<file path="src/rtl/perf_counter_bank.sv">
// Performance-counter bank: one free-running cycle counter plus NUM_CH event channels,
// a run-control FSM and a snapshot bank. Define PERF_WRAP_EN for wrapping counters (default saturates).

module perf_cnt_lane #(
  parameter int W = 32
) (
  input  logic         clk_i,
  input  logic         rst_i,
  input  logic         clr_i,
  input  logic         inc_i,
  output logic [W-1:0] cnt_d_o,
  output logic [W-1:0] cnt_q_o,
  output logic         ovf_o
);
  logic [W-1:0] cnt_d, cnt_q;
  logic         ovf_d, ovf_q;

  always_comb begin
    cnt_d = cnt_q;
    ovf_d = ovf_q;
    if (clr_i) begin
      cnt_d = '0;
      ovf_d = 1'b0;
    end else if (inc_i) begin
      if (cnt_q == {W{1'b1}}) begin
        ovf_d = 1'b1;
`ifdef PERF_WRAP_EN
        cnt_d = '0;
`else
        cnt_d = cnt_q;
`endif
      end else begin
        cnt_d = cnt_q + 1'b1;
      end
    end
  end

  always_ff @(posedge clk_i) begin
    if (rst_i) begin
      cnt_q <= '0;
      ovf_q <= 1'b0;
    end else begin
      cnt_q <= cnt_d;
      ovf_q <= ovf_d;
    end
  end

  assign cnt_d_o = cnt_d;
  assign cnt_q_o = cnt_q;
  assign ovf_o   = ovf_q;
endmodule

module perf_counter_bank #(
  parameter  int NUM_CH     = 4,
  parameter  int CNT_WIDTH  = 32,
  parameter  int MAX_CYCLES = 200000,
  localparam int SEL_W      = $clog2(NUM_CH + 1)
) (
  input  logic                 input_clk,
  input  logic                 rst,
  input  logic                 start,
  input  logic                 clear,
  input  logic                 hlt,
  input  logic [NUM_CH-1:0]    event_vec,
  input  logic                 snap_req,
  input  logic [SEL_W-1:0]     rd_sel,
  output logic [CNT_WIDTH-1:0] rd_data,
  output logic                 snap_valid,
  output logic                 running,
  output logic                 done,
  output logic                 timeout,
  output logic [NUM_CH:0]      overflow
);
  typedef enum logic [1:0] {S_IDLE, S_RUN, S_HALTED, S_TIMEOUT} state_t;

  // Compared at 64 bits so a limit beyond the counter range simply never fires.
  localparam logic [63:0] WD_LAST = 64'(MAX_CYCLES) - 64'd1;

  state_t                         state_q;
  logic [NUM_CH:0][CNT_WIDTH-1:0] cnt_d, cnt_q, snap_q;
  logic [NUM_CH:0]                inc;
  logic                           snap_valid_q;
  logic                           run, wd_hit, capture;

  assign run     = (state_q == S_RUN);
  assign inc     = {event_vec & {NUM_CH{run}}, run};
  assign wd_hit  = (64'(cnt_q[0]) == WD_LAST);
  // Explicit requests and both exits from RUN capture the post-increment values.
  assign capture = run && (snap_req || hlt || wd_hit);

  for (genvar g = 0; g <= NUM_CH; g++) begin : g_lane
    perf_cnt_lane #(.W(CNT_WIDTH)) u_lane (
      .clk_i   (input_clk),
      .rst_i   (rst),
      .clr_i   (clear),
      .inc_i   (inc[g]),
      .cnt_d_o (cnt_d[g]),
      .cnt_q_o (cnt_q[g]),
      .ovf_o   (overflow[g])
    );
  end

  always_ff @(posedge input_clk) begin
    if (rst || clear) begin
      state_q      <= S_IDLE;
      snap_q       <= '0;
      snap_valid_q <= 1'b0;
    end else begin
      snap_valid_q <= capture;
      if (capture) snap_q <= cnt_d;
      case (state_q)
        S_IDLE:  if (start) state_q <= S_RUN;
        S_RUN: begin
          if (hlt)         state_q <= S_HALTED;
          else if (wd_hit) state_q <= S_TIMEOUT;
        end
        default: state_q <= state_q;
      endcase
    end
  end

  always_comb begin
    rd_data = '0;
    if (int'(rd_sel) <= NUM_CH) rd_data = snap_q[rd_sel];
  end

  assign snap_valid = snap_valid_q;
  assign running    = (state_q == S_RUN);
  assign done       = (state_q == S_HALTED);
  assign timeout    = (state_q == S_TIMEOUT);
endmodule
</file>
<file path="config.mk">
export PLATFORM = sky130hd
export DESIGN_NAME = perf_counter_bank
export DESIGN_NICKNAME = d
export VERILOG_FILES = /design/src/rtl/perf_counter_bank.sv
export SDC_FILE = /design/constraint.sdc
export NUM_CORES = 1
export LEC_CHECK = 0
export ABC_AREA = 1
export CAP_MARGIN = 0
export CORE_ASPECT_RATIO = 0.8
export CORE_MARGIN = 1
export CORE_UTILIZATION = 60
export CTS_BUF_LIST = sky130_fd_sc_hd__clkbuf_4 sky130_fd_sc_hd__clkbuf_8
export CTS_CLUSTER_DIAMETER = 60
export DETAILED_ROUTE_END_ITERATION = 16
export PLACE_DENSITY = 0.78
export SLEW_MARGIN = 20
export SYNTH_ARGS = -nofsm -noshare
export SYNTH_HDL_FRONTEND = slang
export SYNTH_SLANG_ARGS = --single-unit
</file>
<file path="constraint.sdc">
create_clock -name input_clk -period 4 [get_ports input_clk]
set_clock_uncertainty 0.1 [all_clocks]
set_input_delay 0.8 -clock input_clk [delete_from_list [all_inputs] [get_ports input_clk]]
set_output_delay 0.8 -clock input_clk [all_outputs]
set_load 0.03 [all_outputs]
</file>
==> results by stage <==
Run status:
- The run finished with clean final reports.

Timing:
- The maximum frequency from static timing analysis is 0.283 GHz.
- Measured against its own limit, the worst slew margin works out to 43.7%.
- Hold is met by 0.366 ns.
- After layout, the worst setup slack is 0.468 ns.
- Setup repair after global routing left no endpoint under its margin.
- Adding up every negative setup slack in the final design gives 0 ns.
- For the pin with the worst max-slew slack, the measured transition is 0.842 ns.
- After layout, the minimum clock period comes to 3.53 ns.
- The final hold violation count was 0.
- The max-slew violation count came to 0.
- The final worst-path cycle share is between 80% and 90%.
- Setup violations remaining at the end of the flow were counted as 0.

Clock tree:
- The clock-pin slew reported for the worst setup and hold paths after clock tree synthesis is 0.06 ns.
- The H-tree was split into 2 levels.
- No sink is reached through more buffers than the 3 on the longest clock path.
- CTS placed an instance of sky130_fd_sc_hd__clkbuf_8 at the clock tree root.
- TritonCTS built the clock tree.
- The clock reaches the later pin of the worst-skew pair after 0.63 ns.
- For this design, the CTS-stage hold fixing added 0 buffers.
- The count of clock tree sinks is 328.
- In this run, post-CTS repair resized a total of 0 instances.
- The number of setup buffers added after CTS is 0.
- Counting the buffers created by CTS gives 52.

Setup path:
- The most prevalent standard cell on the critical path is sky130_fd_sc_hd__buf_4.
- In this run the critical register-to-register path is captured at snap_q[97].
- The maximum single-stage delay on the critical path is 0.51 ns.
- The beginning of the critical path is rd_sel[1].
- The critical path capture point is rd_data[24].
- The signal on the critical path passes through clkdlybuf4s50_1, inv_1, buf_4, nand3_1, buf_4, o22ai_1, buf_12.
- For flop-to-flop paths, the worst setup slack is around 1.2 ns.
- The setup path with the least slack is of type primary input to output pin.
- At the worst endpoint, the arrival time is 2.63 ns.
- STA classifies the critical path startpoint as a primary input.
- Counting cells, the worst reg-to-reg path comes to 11.
- The critical-path maximum fanout is 22.
- The origin of the critical flop-to-flop path is g_lane[3].u_lane.cnt_q_o[0].
- At the worst endpoint, the required time is ~3.1 ns.
- The critical-path cell with the highest stage delay is sky130_fd_sc_hd__clkdlybuf4s50_1.
- The type of element capturing the critical path is an output pin.

Pwr:
- The standby leakage power is 8.32 nW.
- The maximum resistive drop on vdd is 0.000371 V.
- The power per cell area is 364 nW/um2.

Floorplan:
- The die height is 159 um.
- Once the floorplan was initialized, standard cells occupied between 60% and 70% of the core.
- The floorplan core area is 30400 um2.
- The initialized floorplan defines between 50 and 60 standard-cell rows.
- The horizontal die dimension is 198 um.
- The top-level I/O count is 54.
- The die covers 31600 um2.

Route:
- The total number of vias is 18700.
- In the routed design, unresolved DRC markers number 0.
- The antenna violation net count after detailed routing is 0.
- Dividing the detail-routed via count by the number of cells gives approximately 5.5.
- The wire length reported by the detailed router is 57800 um.
- The detailed router's first-iteration violation count is 2142.
- The first-pass iteration count of the detailed router is 6.
- The final routed wire length divided by cell count is roughly 17 um.

Synth:
- The number of synthesized flops with an enable pin is 0.
- After synthesis the cells add up to 18500 um2.
- The count of distinct cell types in the synthesized netlist is 40.
- In the synthesized netlist, the number of instances is 2961.
- Counting flops with an async set or reset pin after synthesis yields a share of 0%.
- The count of state elements after synthesis is 328.
- The number of nets handed over by synthesis was a little under 3000.
- Sequential cells were found to cover 35.5% of the synthesized design area.
- The most used flip-flop cell after synthesis is sky130_fd_sc_hd__dfxtp_1.
- The mean area per synthesized cell is 6.25 um2.
- For this run, the number of Yosys warnings is 0.

Placement:
- The number of buffers added on ports is 53.
- Before CTS, the worst setup slack after placement is 0.497 ns.
- The congestion estimate from routability-driven global placement came to 0.966.
- Once placement finished, the instance area stood at 19200 um2.
- The HPWL after detailed placement is roughly 42000 um.

Min path:
- The tightest min-delay check is of the flip-flop to flip-flop type.
- In this run the most critical hold path is launched from g_lane[0].u_lane.ovf_o.

Global route:
- The number of antenna violations at the first check in global routing is 1.
- The combined global-route utilization of all metal layers is 36.5%.
- The number of global-route vias before repair is 16700.
- For this run the aggregate overflow at the end of global routing stands at 0.
- Entering global routing, the biggest net connects 151 pins.
- The first-pass GRT wire length is 90400 um.

Final layout:
- In the layout the commonest cells are sky130_fd_sc_hd__nand2_1, sky130_fd_sc_hd__nor2_1, sky130_fd_sc_hd__inv_1.
- The most common cell after layout, fill and taps aside is sky130_fd_sc_hd__nand2_1.
- The post-route cell area is 20500 um2.
- The layout cell share with drive strength beyond 1 is ~8.3%.
- Relative to the synthesized area, the layout overhead comes to 10.6%.
- The net total in the final layout is 2966.
- For this run, the share of the core covered by cells in the final layout is 67.4%.
- After filler insertion, the fill cell instance count of the layout stands at 2757.

Flow run:
- The count of maximum capacitance violations is 0.
[area by class of cell]
| class | instances | area [um2] | area share, % |
|---|---|---|---|
| Clock buffer | 75 | 957 | 4.68 |
| Multi-Input combinational cell | 2110 | 9830 | 48.0 |
| Clock inverter | 20 | 308 | 1.50 |
| Sequential cell | 328 | 6570 | 32.1 |
| Tap cell | 413 | 517 | 2.53 |
| Antenna cell | 1 | 2.50 | 0.0122 |
| Timing Repair Buffer | 80 | 871 | 4.26 |
| Inverter | 376 | 1410 | 6.90 |
[layer usage]
metal	track usage, %	wire [um]
met1	52.8	25700
met2	51.4	23600
met3	6.55	5530
met4	18.8	3010
met5	0	0
[synthesized netlist by cell type (9+ instances only)]
cell | instances | share of area (%)
sky130_fd_sc_hd__xnor2_1 | 13 | 0.62
sky130_fd_sc_hd__o21ai_0 | 88 | 2.4
sky130_fd_sc_hd__nor3_1 | 20 | 0.54
sky130_fd_sc_hd__inv_1 | 367 | 7.4
sky130_fd_sc_hd__buf_2 | 33 | 0.89
sky130_fd_sc_hd__buf_6 | 11 | 0.67
sky130_fd_sc_hd__nand4_1 | 34 | 1.1
sky130_fd_sc_hd__nand2_1 | 839 | 17
sky130_fd_sc_hd__a21oi_1 | 195 | 5.3
sky130_fd_sc_hd__nand2_2 | 9 | 0.30
sky130_fd_sc_hd__nand3b_1 | 9 | 0.37
sky130_fd_sc_hd__buf_4 | 11 | 0.45
sky130_fd_sc_hd__xor2_1 | 56 | 2.7
sky130_fd_sc_hd__a21oi_2 | 32 | 1.5
sky130_fd_sc_hd__o211ai_1 | 21 | 0.85
sky130_fd_sc_hd__o22ai_1 | 32 | 1.1
sky130_fd_sc_hd__clkbuf_1 | 79 | 1.6
sky130_fd_sc_hd__dfxtp_1 | 328 | 35
sky130_fd_sc_hd__nor2_2 | 11 | 0.37
sky130_fd_sc_hd__or2_2 | 12 | 0.41
sky130_fd_sc_hd__o21bai_1 | 10 | 0.41
sky130_fd_sc_hd__nand3_1 | 290 | 7.8
sky130_fd_sc_hd__buf_1 | 13 | 0.26
sky130_fd_sc_hd__nor2_1 | 398 | 8.1
[where the power goes]
part	switching (mW)	total (mW)	internal [mW]
sequential	0.0411	3.36	3.32
combinational	0.429	0.617	0.188
clock	1.41	3.47	2.06
total	1.88	7.45	5.57
[sequential cells by signal (all words and copies together) (netlist names)]
name / count
g_lane.u_lane.cnt_q_o: 160
snap_q: 160
g_lane.u_lane.ovf_o: 5
state_q: 2
snap_valid: 1
[per-stage QoR]
| stage | power (mW) | instances |
|---|---|---|
| 3_3_place_gp | 4.02 | 3307 |
| 2_1_floorplan | 3.84 | 2961 |
| 3_5_place_dp | 4.03 | 3307 |
| 6_report | 7.45 | 3403 |
| 5_1_grt | 7.69 | 3402 |
| 4_1_cts | 7.47 | 3402 |
[worst max-delay path: cells and delay by family]
kind                   cells  cell delay (ns)
buffers and inverters      5             1.32
and+or+nand+nor            1             0.13
AOI/OAI and AO/OA          1             0.36
[kinds of logic (layout without fill, tap and decap cells)]
logic type	after synthesis	after routing	synth area share, %
and+or+nand+nor	1642	1642	37.3
buffers and inverters	523	551	11.5
AOI/OAI and AO/OA	394	394	12.1
DFF	328	328	35.5
xor gates and xnor gates	69	69	3.27
adders and majority gates	5	5	0.338
other	0	1	0
[worst min path at each step]
stage / cells past startpoint / to / slack, ns
finish: 1 / g_lane[0].u_lane.ovf_o / 0.37
global route: 1 / g_lane[0].u_lane.ovf_o / 0.39
CTS: 1 / g_lane[0].u_lane.ovf_o / 0.37
detailed placement: 1 / g_lane[0].u_lane.ovf_o / 0.36
global placement: 1 / g_lane[0].u_lane.ovf_o / 0.35
floorplan: 1 / g_lane[0].u_lane.ovf_o / 0.34
No activity file was read; power rests on OpenSTA's default activity.
